## src/rtl/axi4_lite_master_cmd.sv

```systemverilog
// AXI4-Lite initiator driven by a single-beat command/response handshake.
// A host command (read or write) is turned into one AXI4-Lite transaction, and
// the captured slave response is returned on the response channel. Only one
// transaction is outstanding at a time. A sticky flag reports transactions
// that have waited TIMEOUT_CYCLES cycles on the slave; 0 disables it.
//
// Ports:
//   m00_axi_aclk, m00_axi_areset   clock, asynchronous active-high reset
//   i_cmd_*/o_cmd_ready            command request channel
//   o_rsp_*/i_rsp_ready            response channel (rdata is 0 for writes)
//   o_timeout, i_timeout_clr       sticky timeout flag and its clear
//   m00_axi_*                      AXI4-Lite master interface
module axi4_lite_master_cmd #(
  parameter int unsigned C_M00_AXI_DATA_WIDTH = 32,
  parameter int unsigned C_M00_AXI_ADDR_WIDTH = 5,
  parameter int unsigned TIMEOUT_CYCLES       = 1024
) (
  input  logic                              m00_axi_aclk,
  input  logic                              m00_axi_areset,
  // Command channel
  input  logic                              i_cmd_valid,
  output logic                              o_cmd_ready,
  input  logic                              i_cmd_write,
  input  logic [C_M00_AXI_ADDR_WIDTH-1:0]   i_cmd_addr,
  input  logic [C_M00_AXI_DATA_WIDTH-1:0]   i_cmd_wdata,
  input  logic [C_M00_AXI_DATA_WIDTH/8-1:0] i_cmd_wstrb,
  // Response channel
  output logic                              o_rsp_valid,
  input  logic                              i_rsp_ready,
  output logic [C_M00_AXI_DATA_WIDTH-1:0]   o_rsp_rdata,
  output logic [1:0]                        o_rsp_resp,
  output logic                              o_rsp_write,
  // Timeout
  output logic                              o_timeout,
  input  logic                              i_timeout_clr,
  // AXI4-Lite write address
  output logic [C_M00_AXI_ADDR_WIDTH-1:0]   m00_axi_awaddr,
  output logic [2:0]                        m00_axi_awprot,
  output logic                              m00_axi_awvalid,
  input  logic                              m00_axi_awready,
  // AXI4-Lite write data
  output logic [C_M00_AXI_DATA_WIDTH-1:0]   m00_axi_wdata,
  output logic [C_M00_AXI_DATA_WIDTH/8-1:0] m00_axi_wstrb,
  output logic                              m00_axi_wvalid,
  input  logic                              m00_axi_wready,
  // AXI4-Lite write response
  input  logic [1:0]                        m00_axi_bresp,
  input  logic                              m00_axi_bvalid,
  output logic                              m00_axi_bready,
  // AXI4-Lite read address
  output logic [C_M00_AXI_ADDR_WIDTH-1:0]   m00_axi_araddr,
  output logic [2:0]                        m00_axi_arprot,
  output logic                              m00_axi_arvalid,
  input  logic                              m00_axi_arready,
  // AXI4-Lite read data
  input  logic [C_M00_AXI_DATA_WIDTH-1:0]   m00_axi_rdata,
  input  logic [1:0]                        m00_axi_rresp,
  input  logic                              m00_axi_rvalid,
  output logic                              m00_axi_rready
);

  localparam int unsigned CntW = (TIMEOUT_CYCLES > 0) ? $clog2(TIMEOUT_CYCLES + 1) : 1;

  typedef enum logic [2:0] {
    StIdle,
    StWrite,
    StBresp,
    StRead,
    StRdata,
    StRsp
  } state_e;

  state_e                              state_q;
  logic                                cmd_ready_q;
  logic [C_M00_AXI_ADDR_WIDTH-1:0]     addr_q;
  logic [C_M00_AXI_DATA_WIDTH-1:0]     wdata_q;
  logic [C_M00_AXI_DATA_WIDTH/8-1:0]   wstrb_q;
  logic                                awvalid_q;
  logic                                wvalid_q;
  logic                                bready_q;
  logic                                arvalid_q;
  logic                                rready_q;
  logic                                rsp_valid_q;
  logic [C_M00_AXI_DATA_WIDTH-1:0]     rsp_rdata_q;
  logic [1:0]                          rsp_resp_q;
  logic                                rsp_write_q;
  logic                                timeout_q;
  logic [CntW-1:0]                     cnt_q;

  logic cmd_accept;
  logic in_wait;
  logic cnt_sat;
  logic timeout_set;
  logic aw_done;
  logic w_done;

  assign cmd_accept = i_cmd_valid && cmd_ready_q;
  assign in_wait    = (state_q == StWrite) || (state_q == StBresp) ||
                      (state_q == StRead)  || (state_q == StRdata);
  // With TIMEOUT_CYCLES == 0 the limit is 0, so the counter is born saturated.
  assign cnt_sat    = (cnt_q == CntW'(TIMEOUT_CYCLES));
  // Fire only on the cycle the counter reaches the limit, so a clear sticks
  // while the same transaction keeps waiting.
  assign timeout_set = (TIMEOUT_CYCLES != 0) && in_wait && !cnt_sat &&
                       ((cnt_q + CntW'(1)) == CntW'(TIMEOUT_CYCLES));

  // Each write channel is done once its valid has been accepted.
  assign aw_done = !awvalid_q || m00_axi_awready;
  assign w_done  = !wvalid_q  || m00_axi_wready;

  always_ff @(posedge m00_axi_aclk or posedge m00_axi_areset) begin
    if (m00_axi_areset) begin
      state_q     <= StIdle;
      cmd_ready_q <= 1'b1;
      addr_q      <= '0;
      wdata_q     <= '0;
      wstrb_q     <= '0;
      awvalid_q   <= 1'b0;
      wvalid_q    <= 1'b0;
      bready_q    <= 1'b0;
      arvalid_q   <= 1'b0;
      rready_q    <= 1'b0;
      rsp_valid_q <= 1'b0;
      rsp_rdata_q <= '0;
      rsp_resp_q  <= 2'b00;
      rsp_write_q <= 1'b0;
      timeout_q   <= 1'b0;
      cnt_q       <= '0;
    end else begin
      // Wait counter and sticky flag; a simultaneous set beats the clear.
      if (cmd_accept) begin
        cnt_q <= '0;
      end else if (in_wait && !cnt_sat) begin
        cnt_q <= cnt_q + CntW'(1);
      end
      if (timeout_set) begin
        timeout_q <= 1'b1;
      end else if (i_timeout_clr) begin
        timeout_q <= 1'b0;
      end

      unique case (state_q)
        StIdle: begin
          if (cmd_accept) begin
            cmd_ready_q <= 1'b0;
            addr_q      <= i_cmd_addr;
            wdata_q     <= i_cmd_wdata;
            wstrb_q     <= i_cmd_wstrb;
            if (i_cmd_write) begin
              awvalid_q <= 1'b1;
              wvalid_q  <= 1'b1;
              state_q   <= StWrite;
            end else begin
              arvalid_q <= 1'b1;
              state_q   <= StRead;
            end
          end
        end
        StWrite: begin
          if (m00_axi_awready) awvalid_q <= 1'b0;
          if (m00_axi_wready)  wvalid_q  <= 1'b0;
          if (aw_done && w_done) begin
            bready_q <= 1'b1;
            state_q  <= StBresp;
          end
        end
        StBresp: begin
          if (m00_axi_bvalid) begin
            bready_q    <= 1'b0;
            rsp_resp_q  <= m00_axi_bresp;
            rsp_rdata_q <= '0;
            rsp_write_q <= 1'b1;
            rsp_valid_q <= 1'b1;
            state_q     <= StRsp;
          end
        end
        StRead: begin
          if (m00_axi_arready) begin
            arvalid_q <= 1'b0;
            rready_q  <= 1'b1;
            state_q   <= StRdata;
          end
        end
        StRdata: begin
          if (m00_axi_rvalid) begin
            rready_q    <= 1'b0;
            rsp_resp_q  <= m00_axi_rresp;
            rsp_rdata_q <= m00_axi_rdata;
            rsp_write_q <= 1'b0;
            rsp_valid_q <= 1'b1;
            state_q     <= StRsp;
          end
        end
        StRsp: begin
          if (i_rsp_ready) begin
            rsp_valid_q <= 1'b0;
            cmd_ready_q <= 1'b1;
            state_q     <= StIdle;
          end
        end
        default: begin
          state_q     <= StIdle;
          cmd_ready_q <= 1'b1;
        end
      endcase
    end
  end

  assign o_cmd_ready     = cmd_ready_q;
  assign o_rsp_valid     = rsp_valid_q;
  assign o_rsp_rdata     = rsp_rdata_q;
  assign o_rsp_resp      = rsp_resp_q;
  assign o_rsp_write     = rsp_write_q;
  assign o_timeout       = timeout_q;
  assign m00_axi_awaddr  = addr_q;
  assign m00_axi_awprot  = 3'b000;
  assign m00_axi_awvalid = awvalid_q;
  assign m00_axi_wdata   = wdata_q;
  assign m00_axi_wstrb   = wstrb_q;
  assign m00_axi_wvalid  = wvalid_q;
  assign m00_axi_bready  = bready_q;
  assign m00_axi_araddr  = addr_q;
  assign m00_axi_arprot  = 3'b000;
  assign m00_axi_arvalid = arvalid_q;
  assign m00_axi_rready  = rready_q;

endmodule

```

## config.mk

```make
export PLATFORM = sky130hd
export DESIGN_NAME = axi4_lite_master_cmd
export DESIGN_NICKNAME = d
export VERILOG_FILES = /design/src/rtl/axi4_lite_master_cmd.sv
export SDC_FILE = /design/constraint.sdc
export NUM_CORES = 1
export LEC_CHECK = 0
export BUFFER_PORTS_ARGS = -buffer_cell sky130_fd_sc_hd__buf_2
export CAP_MARGIN = 20
export CORE_ASPECT_RATIO = 2
export CORE_MARGIN = 3
export CORE_UTILIZATION = 52
export DETAILED_ROUTE_END_ITERATION = 7
export MAX_ROUTING_LAYER = met4
export PLACE_DENSITY = 0.93
export SLEW_MARGIN = 20
export SYNTH_ARGS = -nofsm -noshare
export SYNTH_HDL_FRONTEND = slang
export SYNTH_SLANG_ARGS = --single-unit
```

## constraint.sdc

```tcl
create_clock -name m00_axi_aclk -period 4.9 [get_ports m00_axi_aclk]
set_input_delay 0.735 -clock m00_axi_aclk [delete_from_list [all_inputs] [get_ports m00_axi_aclk]]
set_output_delay 0.735 -clock m00_axi_aclk [all_outputs]
set_load 0.01 [all_outputs]
```

* After elaboration in Yosys (flattened, before gate mapping)
Index checks and enable logic that the tools add are counted. Widths: inputs -> output; s select.
Operators by class: multipliers 0, $add $sub $neg 1, mux-type cells 42, bitwise logic cells 1, shift operators 0, magnitude comparators 0, reduce and logical (&&, ||, !) cells 32, equality and inequality tests 17, divide/modulo/power cells 0
Operators by type and width (count):
- $mux 32 | 2
- $pmux 32 s2 | 1
- $eq 11x11->1 const B | 2
- $mux 11 | 2
- $mux 1 | 18
- $mux 3 | 6
- $ne 2x2->1 const B | 9
- $pmux 3 s6 | 1
- $reduce_and 4->1 | 4
- $reduce_bool 2->1 | 7
- $pmux 1 s2 | 6
- $reduce_and 3->1 | 4
- $add 11x1->11 const B | 1
- $eq 3x2->1 const B | 2
- $eq 3x3->1 const B | 2
- $mux 2 | 3
- $pmux 1 s3 | 2
- $reduce_and 6->1 | 1
- $logic_or 1x1->1 | 5
- $logic_and 1x1->1 | 4
- $pmux 2 s2 | 1
- $reduce_or 4->1 | 1
- $eq 3x1->1 const B | 1
- $logic_not 1->1 | 3
- other kinds (5) | 5
Word-level totals: output and inout bits 95, bits in latches 0, word-level logic and storage cells 109, memory bits (read-only) 0, flip-flop bits (word level) 98, memory bits (writable) 0, bits of input ports 88, memories kept 0

* Logic depth before layout (Yosys ltp)
Gate-level depths: netlist of run 1.
word-level depth 7, mapped depth 7, mapped depth without buffers 7

* Least setup slack after synthesis of run 1
No wires, ideal clock.
kind in2reg, start input port m00_axi_awready, end register state_q[0], data required time 4.775 ns, setup slack 3.146 ns, stages 5, path buffers 0, arrival 1.629 ns, cell sequence nand2b_1 -> a21oi_1 -> a221oi_1 -> o32a_1 -> mux2_2
On the way: word-level cells in the longest chain between the ends 4
Ends and longest elaborated chain:
- start, declared | RTL line 40 | input logic m00_axi_awready,
- $logic_or 1x1->1 | RTL line 108 | assign aw_done = !awvalid_q || m00_axi_awready;
- $logic_and 1x1->1 | RTL line 162 | if (aw_done && w_done) begin
- $ne 2x1->1 (no line)
- $reduce_and 6->1 (no line)
- end signal, assigned | RTL line 113 | state_q <= StIdle;
- end signal, assigned | RTL line 164 | state_q <= StBresp;
- end signal, assigned | RTL line 174 | state_q <= StRsp;
- end, declared | RTL line 73 | state_e state_q;
Every way passes these cells. A chain may end at the register's enable or synchronous reset.

* Final worst setup path of run 1
start register state_q[2], end register rsp_valid_q, in the netlist o_rsp_valid
On the way: word-level cells in the longest chain between the ends 3, elaborated cells between the ends (all ways) 9
Ends and longest elaborated chain:
- start signal, assigned | RTL line 113
- start signal, assigned | RTL line 152 | state_q <= StWrite;
- start signal, assigned | RTL line 155 | state_q <= StRead;
- $eq 3x3->1 / $eq 3x2->1 (equally long branches) | RTL line 142 | unique case (state_q)
- $ne 2x2->1 (no line) / $reduce_bool 3->1 (equally long branches)
- $reduce_and 4->1 (no line)
- end signal, assigned | RTL line 173 | rsp_valid_q <= 1'b1;
- end signal, assigned | RTL line 190 | rsp_valid_q <= 1'b1;
- end signal, assigned | RTL line 196 | rsp_valid_q <= 1'b0;
- end, declared | RTL line 83 | logic rsp_valid_q;
Parallel ways exist; a longest one is shown, timed or not.

==> metrics.csv, run 1 <==
metric,value,unit
maximum clock insertion buffer count,2,
TritonCTS buffer count,9,
# setup viols final,0,
DRC,0,
ANT cells,0,
nets,653,
top_reg_cell synth,dfrtp_1,
outcome,finished clean,
"Req. time, crit path",5.15,ns
Rel. slew slack,48.2,%
Placeable Area,8000,um2
fin util,69.1,%
# IOs,183,
final instance area,5530,um2
"Reg clk slew, reported paths",0.07,ns
number of global-route vias before repair,3767,
Clock Skew,0.00391,ns
"FFs w/ async S/R, synth",100,%
crit path launch type,flop,
Hold WC Path Type,input pin to async pin,
area delta synth->final,27.3,%
static leakage,2.80,nW
Post-DP HPWL,8.01,mm
"Min Clock Period, post-route",2.08,ns
most frequent cells in the layout,"buf_2 (176), dfrtp_1 (97), nand2_1 (76)",
Max-cap violations,0,
"Seq/Total Area, Yosys",56.5,%
largest net degree at the start of global routing,88,
Final Slew Violations,0,
initial antenna violation count,0,
dpl ws,2.53,ns
Syn Std Cell Area,4340,um2
r2r endpoint,o_rsp_valid,
global routing usage on met1,23.1,%
worst reg2reg startpoint,state_q[2],
WP data arrival,2.33,ns
FF-to-FF path depth,5,
DRT antenna net count,0,
PnR worst setup slack,2.82,ns
Layout fillers,549,
GR Util All Layers,23.4,%
Yosys reg bits,98,
Tcrit/Tclk final,42.4,%
Syn Area/Cell,10.9,um2
max frequency,0.482,GHz
GRT Residual Overflow,0,
clock tree from TritonCTS,built,
Initial DRC Count,182,
Synth Instances,400,
pwr/cell area,611,nW/um2
drt wl/cell,16.6,um
YS warnings,0,
DIE AREA,9550,um2
"Setup Fix Bufs, Post-CTS",0,
die height,135,um
Horiz. Die Dim,70.6,um
Placed Area,5200,um2
layout cell share with drive strength beyond 1,43.2,%
cell row count,46,
Worst VDD drop,0.381,mV
CTS-repair resized insts,0,
First-pass DRT Iterations,4,
Worst-Margin Slew,0.777,ns
clock sink count,98,
Unique masters post-synth,45,
r2r setup slk,2.82,ns
setup total negative slack,0,ns
CP endpoint kind,flop,
CP max FO,69,
Crit Path Class,flop to flop,
final WL,11.0,mm
H-tree depth,3,
placer congestion estimate,0.899,
Vias per Instance,5.36,
Post-synth EDFFs,0,
met3 Usage GRT,5.87,%
via count,3556,
first-pass GRT wire length,17.2,mm
root buf cell,clkbuf_16,
CTS Hold Bufs,0,
"Most Used Layer, Global Route",met2,
"commonest non-fill, non-tap cell in the layout",buf_2,
final hold violations,0,
port buffer count,176,
RSZ-0062 raised after global routing,no,
M2 GR Usage,41.2,%
clock latency on the worst-skew pair,0.34,ns
Starting Density,54.3,%
## per-layer routing
layer,share of wire (%),vias to the layer above
met5,0,-
met4,4.5,0
met3,5.7,42
met2,56,142
met1,34,1714
li1,-,1658
## worst max path at each step
stage	depth (start not counted)	to	start	slack, ns
after detailed placement	6	o_rsp_valid	m00_axi_rvalid	2.53
after floorplan	1	cnt_q[0]	m00_axi_areset	1.60
final	5	o_rsp_valid	state_q[2]	2.82
after CTS	4	o_rsp_resp[1]	state_q[2]	2.57
after global routing	5	o_rsp_valid	state_q[2]	2.54
after global placement	6	o_rsp_valid	m00_axi_rvalid	2.61
## logic make-up after synthesis
kind of cell / after synthesis / synth area share [%]
compound gates: 61 / 7.84
buf+inv: 40 / 4.84
simple gates: 137 / 14.7
flops: 98 / 56.5
xor+xnor: 14 / 3.26
fa+ha+maj: 3 / 0.865
other cells: 1 / 0.0864
mux: 46 / 11.8
## state kept, by name, summed over array words and instances (netlist names), 2 cells and up
register        flops
state_q             3
o_rsp_rdata        32
m00_axi_wdata      32
cnt_q              11
m00_axi_araddr      5
o_rsp_resp          2
m00_axi_wstrb       4
## stage by stage
step	std cells	power [W]	hold slack, ns
after global placement	646	0.00256	0.459
after global routing	663	0.00357	0.284
after CTS	662	0.00337	0.276
after floorplan	405	0.00216	0.514
after detailed placement	646	0.00265	0.466
final	663	0.00338	0.286
## Yosys cell counts (6+ instances only)
cell type / number / area, um2
a21oi_1: 8 / 40.0
and3_1: 6 / 37.5
buf_2: 12 / 60.1
buf_4: 12 / 90.1
clkbuf_1: 8 / 30.0
dfrtp_1: 97 / 2430
inv_1: 7 / 26.3
mux2_2: 43 / 484
nand2_1: 76 / 285
nor2_1: 18 / 67.6
nor3_1: 6 / 30.0
o21ai_0: 36 / 180
xor2_1: 8 / 70.1
## where the power goes
| part | leakage (nW) | total, W | switching (W) | internal, W |
|---|---|---|---|---|
| clock network | 0.142 | 0.000718 | 0.000305 | 0.000413 |
| registers | 1.26 | 0.00138 | 0.000248 | 0.00114 |
| logic | 1.40 | 0.00128 | 0.000699 | 0.000577 |
## cell type report
type	count	area [um2]	share of cell area (%)
flip-flops and latches	98	2450	44.4
multi-input cells	267	1700	30.8
repair buffers	179	915	16.6
clock buffers	11	243	4.39
well taps	96	120	2.17
clock inverters	5	62.6	1.13
inverters	7	28.8	0.521
## worst max-delay path, stage by stage, from the launching register on
cell	delay (ns)
dfrtp_1	0.67
nand2_1	0.16
o21ai_0	0.33
nand2b_4	0.39
nor2b_1	0.27
a41oi_1	0.16
Power figures use the tool's default switching activity.
==> inputs of run 2 (changes only) <==
--- a/config.mk
+++ b/config.mk
@@ -9,10 +9,10 @@
 export CAP_MARGIN = 20
 export CORE_ASPECT_RATIO = 2
 export CORE_MARGIN = 3
-export CORE_UTILIZATION = 52
+export CORE_UTILIZATION = 48
 export DETAILED_ROUTE_END_ITERATION = 7
 export MAX_ROUTING_LAYER = met4
-export PLACE_DENSITY = 0.93
+export PLACE_DENSITY = 0.87
 export SLEW_MARGIN = 20
 export SYNTH_ARGS = -nofsm -noshare
 export SYNTH_HDL_FRONTEND = slang
==> constraint.sdc (replaced) <==
create_clock -name m00_axi_aclk -period 2 [get_ports m00_axi_aclk]
set_input_delay 0.3 -clock m00_axi_aclk [delete_from_list [all_inputs] [get_ports m00_axi_aclk]]
set_output_delay 0.3 -clock m00_axi_aclk [all_outputs]
set_load 0.01 [all_outputs]
==> run 2 against run 1 <==
Against the previous run:
- design area grew 1.8%
- die area grew 7.8%
- non-clock buffer count grew 8
- via count shrank 0.48%
- register-to-register slack lost 2.7 ns
- flip-flop and latch count is the same
- critical path depth grew 3
- count of clock-buffer cells in the layout shrank 2
- sequential share of layout area shrank 0.77 points
- global-route usage shrank 1.3 points
- worst hold slack lost 0.17 ns
- largest cell class unchanged
==> metrics.csv, run 2 (same netlist as run 1, synthesis figures left out) <==
metric,value,unit,change
drt wl/cell,16.0,um,-3.8%
CTS Hold Bufs,0,,unchanged
DRC,0,,unchanged
Placeable Area,8710,um2,+8.9%
placer congestion estimate,0.811,,-9.8%
GRT Residual Overflow,0,,unchanged
Horiz. Die Dim,73.2,um,+3.7%
largest net degree at the start of global routing,99,,+13%
FF-to-FF path depth,8,,+3
Power Total,0.00841,W,+150%
First-pass DRT Iterations,5,,+1
Hold WC Path Type,input pin to async pin,,
static leakage,2.85,nW,+1.8%
Initial DRC Count,204,,+12%
"Req. time, crit path",2.25,ns,-2.90 ns
cell-by-cell trace of the critical path,inv_1 > ha_1 > nor4b_1 > nand4_1 > buf_4 > nand3_2 > or4_1 > o21ai_0,,
outcome,finished clean,,
Starting Density,49.8,%,-4.4 points
final WL,10.8,mm,-2.2%
die height,140,um,+3.9%
"Min Clock Period, post-route",1.89,ns,-0.185 ns
Tcrit/Tclk final,94.5,%,+52 points
RSZ-0062 raised after global routing,yes,,
# setup viols final,0,,unchanged
"commonest non-fill, non-tap cell in the layout",buf_2,,
initial antenna violation count,0,,unchanged
nets,661,,+1.2%
TritonCTS buffer count,9,,unchanged
DIE AREA,10300,um2,+7.8%
number of global-route vias before repair,3697,,-1.9%
Post-DP HPWL,8.08,mm,+0.85%
Worst path max stage delay,0.49,ns,-0.18 ns
CP max FO,6,,-91%
CTS-repair resized insts,0,,unchanged
CP endpoint kind,flop,,
ANT cells,0,,unchanged
H-tree depth,3,,unchanged
"Setup Fix Bufs, Post-CTS",0,,unchanged
first-pass GRT wire length,17.2,mm,-0.16%
setup total negative slack,0,ns,unchanged
Vias per Instance,5.25,,-2.1%
# IOs,183,,unchanged
max frequency,0.529,GHz,+9.8%
Placed Cells,657,,+1.7%
GR Util All Layers,22.1,%,-1.3 points
"Cell Count, Final, Fillers Out",674,,+1.7%
Final Slew Violations,0,,unchanged
final hold violations,0,,unchanged
layout cell share with drive strength beyond 1,44.1,%,+0.87 points
DRT antenna net count,0,,unchanged
Worst-Margin Slew,0.540,ns,-0.237 ns
via count,3539,,-0.48%
r2r setup slk,0.11,ns,-2.71 ns
root buf cell,clkbuf_16,,
CP max-delay cell,or4_1,,
pwr/cell area,1490,nW/um2,+140%
area delta synth->final,29.5,%,
Layout fillers,657,,+20%
r2r endpoint,cnt_q[5],,
Rel. slew slack,64.0,%,+16 points
Clock Skew,0.00710,ns,+0.00319 ns
maximum clock insertion buffer count,2,,unchanged
WP data arrival,2.14,ns,-0.19 ns
cell row count,48,,+4.3%
worst reg2reg startpoint,cnt_q[1],,
worst hold slack,0.112,ns,-0.174 ns
Max-cap violations,0,,unchanged
most frequent cells in the layout,"buf_2 (176), dfrtp_1 (97), nand2_1 (76)",,
Crit Path Class,flop to flop,,
clock tree from TritonCTS,built,,
"Reg clk slew, reported paths",0.07,ns,about the same
port buffer count,176,,unchanged
crit path launch type,flop,,
clock latency on the worst-skew pair,0.33,ns,about the same
clock sink count,98,,unchanged
Worst VDD drop,0.817,mV,+110%
==> run 2: cell count changes in the layout (fill, tap and decap cells not counted), sizes merged <==
cell,change
buf,+8
clkbuf,-2
bufinv,+1
==> run 2: layout make-up <==
type	count	area, um2	share of cell area, %
tap	100	125	2.23
sequential	98	2450	43.6
clock inverter	6	90.1	1.60
inverter	7	30.0	0.534
clock buffer	9	225	4.01
multi-input combinational	267	1700	30.2
timing repair buffer	187	1000	17.8
==> run 2: where the power goes <==
part	internal (W)	total (W)	switching [W]
combinational	0.00151	0.00329	0.00178
sequential	0.00278	0.00330	0.000511
clock	0.00110	0.00182	0.000728
==> run 2: critical path, delay by kind of cell (launching register included) <==
family	cells	cell delay, ns
adders and majority gates	1	0.18
buffers and inverters	2	0.24
and+or+nand+nor	4	0.89
AOI/OAI and AO/OA	1	0.09
DFF	1	0.41
==> run 2: worst max path at each step <==
stage | start | end | slack [ns] | cells past startpoint
final | cnt_q[1] | cnt_q[5] | 0.11 | 8
after global routing | cnt_q[1] | cnt_q[6] | -0.11 | 8
after CTS | cnt_q[0] | o_timeout | 0.009 | 7
after detailed placement | cnt_q[0] | o_timeout | 0.05 | 7
after global placement | cnt_q[0] | o_timeout | 0.17 | 7
after floorplan | cnt_q[0] | o_timeout | 0.32 | 7
==> run 2: stage by stage <==
step / setup slack (ns) / cell area [um2] / utilization, %
global placement: 0.172 / 5290 / 60.8
detailed placement: 0.0461 / 5290 / 60.8
global route: -0.106 / 5620 / 64.6
finish: 0.110 / 5620 / 64.6
CTS: 0.00913 / 5610 / 64.4
floorplan: 0.317 / 4360 / -
==> run 2: layer usage <==
metal	GRT usage, %	part of all wire, %	wire length (um)	vias to the layer above
li1	-	-	-	1675
met1	22.0	34	3700	1724
met2	40.3	59	6340	108
met3	2.95	3.6	387	32
met4	10.5	3.3	357	0
met5	-	0	0	-
==> inputs of run 3 (changes only) <==
--- a/config.mk
+++ b/config.mk
@@ -5,14 +5,14 @@
 export SDC_FILE = /design/constraint.sdc
 export NUM_CORES = 1
 export LEC_CHECK = 0
-export BUFFER_PORTS_ARGS = -buffer_cell sky130_fd_sc_hd__buf_2
 export CAP_MARGIN = 20
 export CORE_ASPECT_RATIO = 2
 export CORE_MARGIN = 3
-export CORE_UTILIZATION = 48
+export CORE_UTILIZATION = 60
 export DETAILED_ROUTE_END_ITERATION = 7
+export DONT_BUFFER_PORTS = 1
 export MAX_ROUTING_LAYER = met4
-export PLACE_DENSITY = 0.87
+export PLACE_DENSITY = 0.83
 export SLEW_MARGIN = 20
 export SYNTH_ARGS = -nofsm -noshare
 export SYNTH_HDL_FRONTEND = slang
==> run 3 against run 2 <==
Against the previous run:
- non-clock buffer count is 171 lower
- core utilization is 4.1 points higher
- register-to-register slack worse by 0.02 ns
- wire length is 12% lower
- sequential power is 17% higher
- critical endpoint is now cnt_q[7]
- fmax is 1.3% lower
- die area is 19% lower
- first-iteration DRC count is 9.8% higher
- critical path depth stayed put
- via count is 19% lower
==> metrics.csv, run 3 (same netlist as run 1, synthesis figures left out) <==
metric,value,unit,change
outcome,finished clean,,
Clock Skew,0.00736,ns,+0.000264 ns
RSZ-0062 raised after global routing,yes,,
first-pass GRT wire length,15.1,mm,-12%
final instance area,4810,um2,-15%
final WL,9.45,mm,-12%
nets,490,,-26%
Worst Setup EP,cnt_q[7],,
GR Util All Layers,24.3,%,+2.2 points
"Reg clk slew, reported paths",0.07,ns,about the same
Worst path max stage delay,0.40,ns,-0.09 ns
DIE AREA,8350,um2,-19%
clock sink count,98,,unchanged
worst hold slack,0.0382,ns,-0.0743 ns
placer congestion estimate,0.869,,+7.2%
Layout fillers,530,,-19%
GRT Residual Overflow,0,,unchanged
cell row count,43,,-10%
Starting Density,62.1,%,+12 points
PnR worst setup slack,0.0850,ns,-0.0247 ns
DRC,0,,unchanged
crit path launch type,flop,,
r2r endpoint,cnt_q[7],,
Initial DRC Count,224,,+9.8%
CTS-repair resized insts,0,,unchanged
initial antenna violation count,0,,unchanged
cell-by-cell trace of the critical path,inv_1 > ha_1 > nor4b_1 > nand4_1 > buf_4 > nand3_1 > xor2_1 > nor2_1,,
Rel. slew slack,56.8,%,-7.2 points
via count,2882,,-19%
maximum clock insertion buffer count,2,,unchanged
worst reg2reg startpoint,cnt_q[0],,
H-tree depth,3,,unchanged
setup total negative slack,0,ns,unchanged
Tcrit/Tclk final,95.7,%,+1.2 points
Max-cap violations,0,,unchanged
clock latency on the worst-skew pair,0.34,ns,about the same
r2r setup slk,0.09,ns,-0.02 ns
# setup viols final,0,,unchanged
Placed Area,4420,um2,-16%
CP max-delay cell,dfrtp_1,,
clock tree from TritonCTS,built,,
root buf cell,clkbuf_16,,
WP data arrival,2.13,ns,about the same
Placeable Area,6990,um2,-20%
number of global-route vias before repair,3063,,-17%
# IOs,183,,unchanged
drt wl/cell,19.1,um,+19%
Worst-Margin Slew,0.646,ns,+0.106 ns
max frequency,0.522,GHz,-1.3%
static leakage,2.13,nW,-25%
final hold violations,0,,unchanged
die height,126,um,-10%
area delta synth->final,10.7,%,
ANT cells,0,,unchanged
Final Slew Violations,0,,unchanged
"Req. time, crit path",2.21,ns,-0.04 ns
"commonest non-fill, non-tap cell in the layout",dfrtp_1,,
crit path launch,cnt_q[0],,
port buffer count,0,,-100%
Post-DP HPWL,7.22,mm,-11%
FF-to-FF path depth,8,,unchanged
Crit Path Class,flop to flop,,
most frequent cells in the layout,"dfrtp_1 (97), nand2_1 (76), mux2_2 (43)",,
CP endpoint kind,flop,,
Worst VDD drop,1.08,mV,+33%
dpl ws,0.0928,ns,+0.0468 ns
DRT antenna net count,0,,unchanged
CP max FO,8,,+2
layout cell share with drive strength beyond 1,20.3,%,-24 points
"Min Clock Period, post-route",1.91,ns,+0.0247 ns
Horiz. Die Dim,66.1,um,-9.7%
TritonCTS buffer count,9,,unchanged
Vias per Instance,5.83,,+11%
largest net degree at the start of global routing,53,,-46%
First-pass DRT Iterations,4,,-1
Hold WC Path Type,input pin to flop,,
pwr/cell area,1620,nW/um2,+8.4%
## run 3: worst min-delay path by stage
stage                    start                 to  slack (ns)  cells after the start
6_report       m00_axi_awready    m00_axi_awvalid        0.04                      1
5_1_grt         m00_axi_wready     m00_axi_wvalid        0.04                      1
4_1_cts        m00_axi_awready    m00_axi_awvalid        0.03                      1
3_5_place_dp    m00_axi_areset  m00_axi_wdata[16]        0.29                      1
3_3_place_gp    m00_axi_areset  m00_axi_wdata[18]        0.29                      1
2_1_floorplan  m00_axi_awready    m00_axi_awvalid        0.38                      1
## run 3: critical path, delay by kind of cell, from the launching register on
kind	cells	cell delay, ns
DFF	1	0.40
buffers and inverters	2	0.37
and+or+nand+nor	4	0.70
adders and majority gates	1	0.14
xor gates and xnor gates	1	0.17
## run 3: through the flow
stage / utilization [%] / total power, W / cells
floorplan: - / 0.00530 / 405
global placement: 63.2 / 0.00570 / 474
detailed placement: 63.2 / 0.00587 / 474
CTS: 68.4 / 0.00785 / 491
global route: 68.7 / 0.00828 / 494
finish: 68.7 / 0.00779 / 494
## run 3: cell type report
class	count	area, um2	area share (%)
clock buffer	10	239	4.97
clock inverter	6	113	2.34
inverter	7	30.0	0.625
multi-input combinational	267	1700	35.3
sequential	98	2450	51.1
tap	90	113	2.34
timing repair buffer	16	160	3.33
## run 3: power breakdown
group	internal [W]	switching (W)	total [W]
clock network	0.00126	0.000702	0.00196
logic	0.000962	0.00101	0.00197
registers	0.00279	0.00107	0.00386
total	0.00501	0.00278	0.00779
## run 3: per-layer routing
layer | global-route usage [%] | share of wire (%) | vias to the layer above
met5 | - | 0 | -
met4 | 10.2 | 2.9 | 0
met3 | 6.16 | 6.5 | 22
met2 | 41.4 | 56 | 122
met1 | 26.2 | 34 | 1405
li1 | - | - | 1333
## run 3: repair_timing
action	4_1_cts	5_1_grt
hold endpoints to repair	27	0
setup buffers	0	3
setup endpoints to repair	0	3
hold buffers	1	0
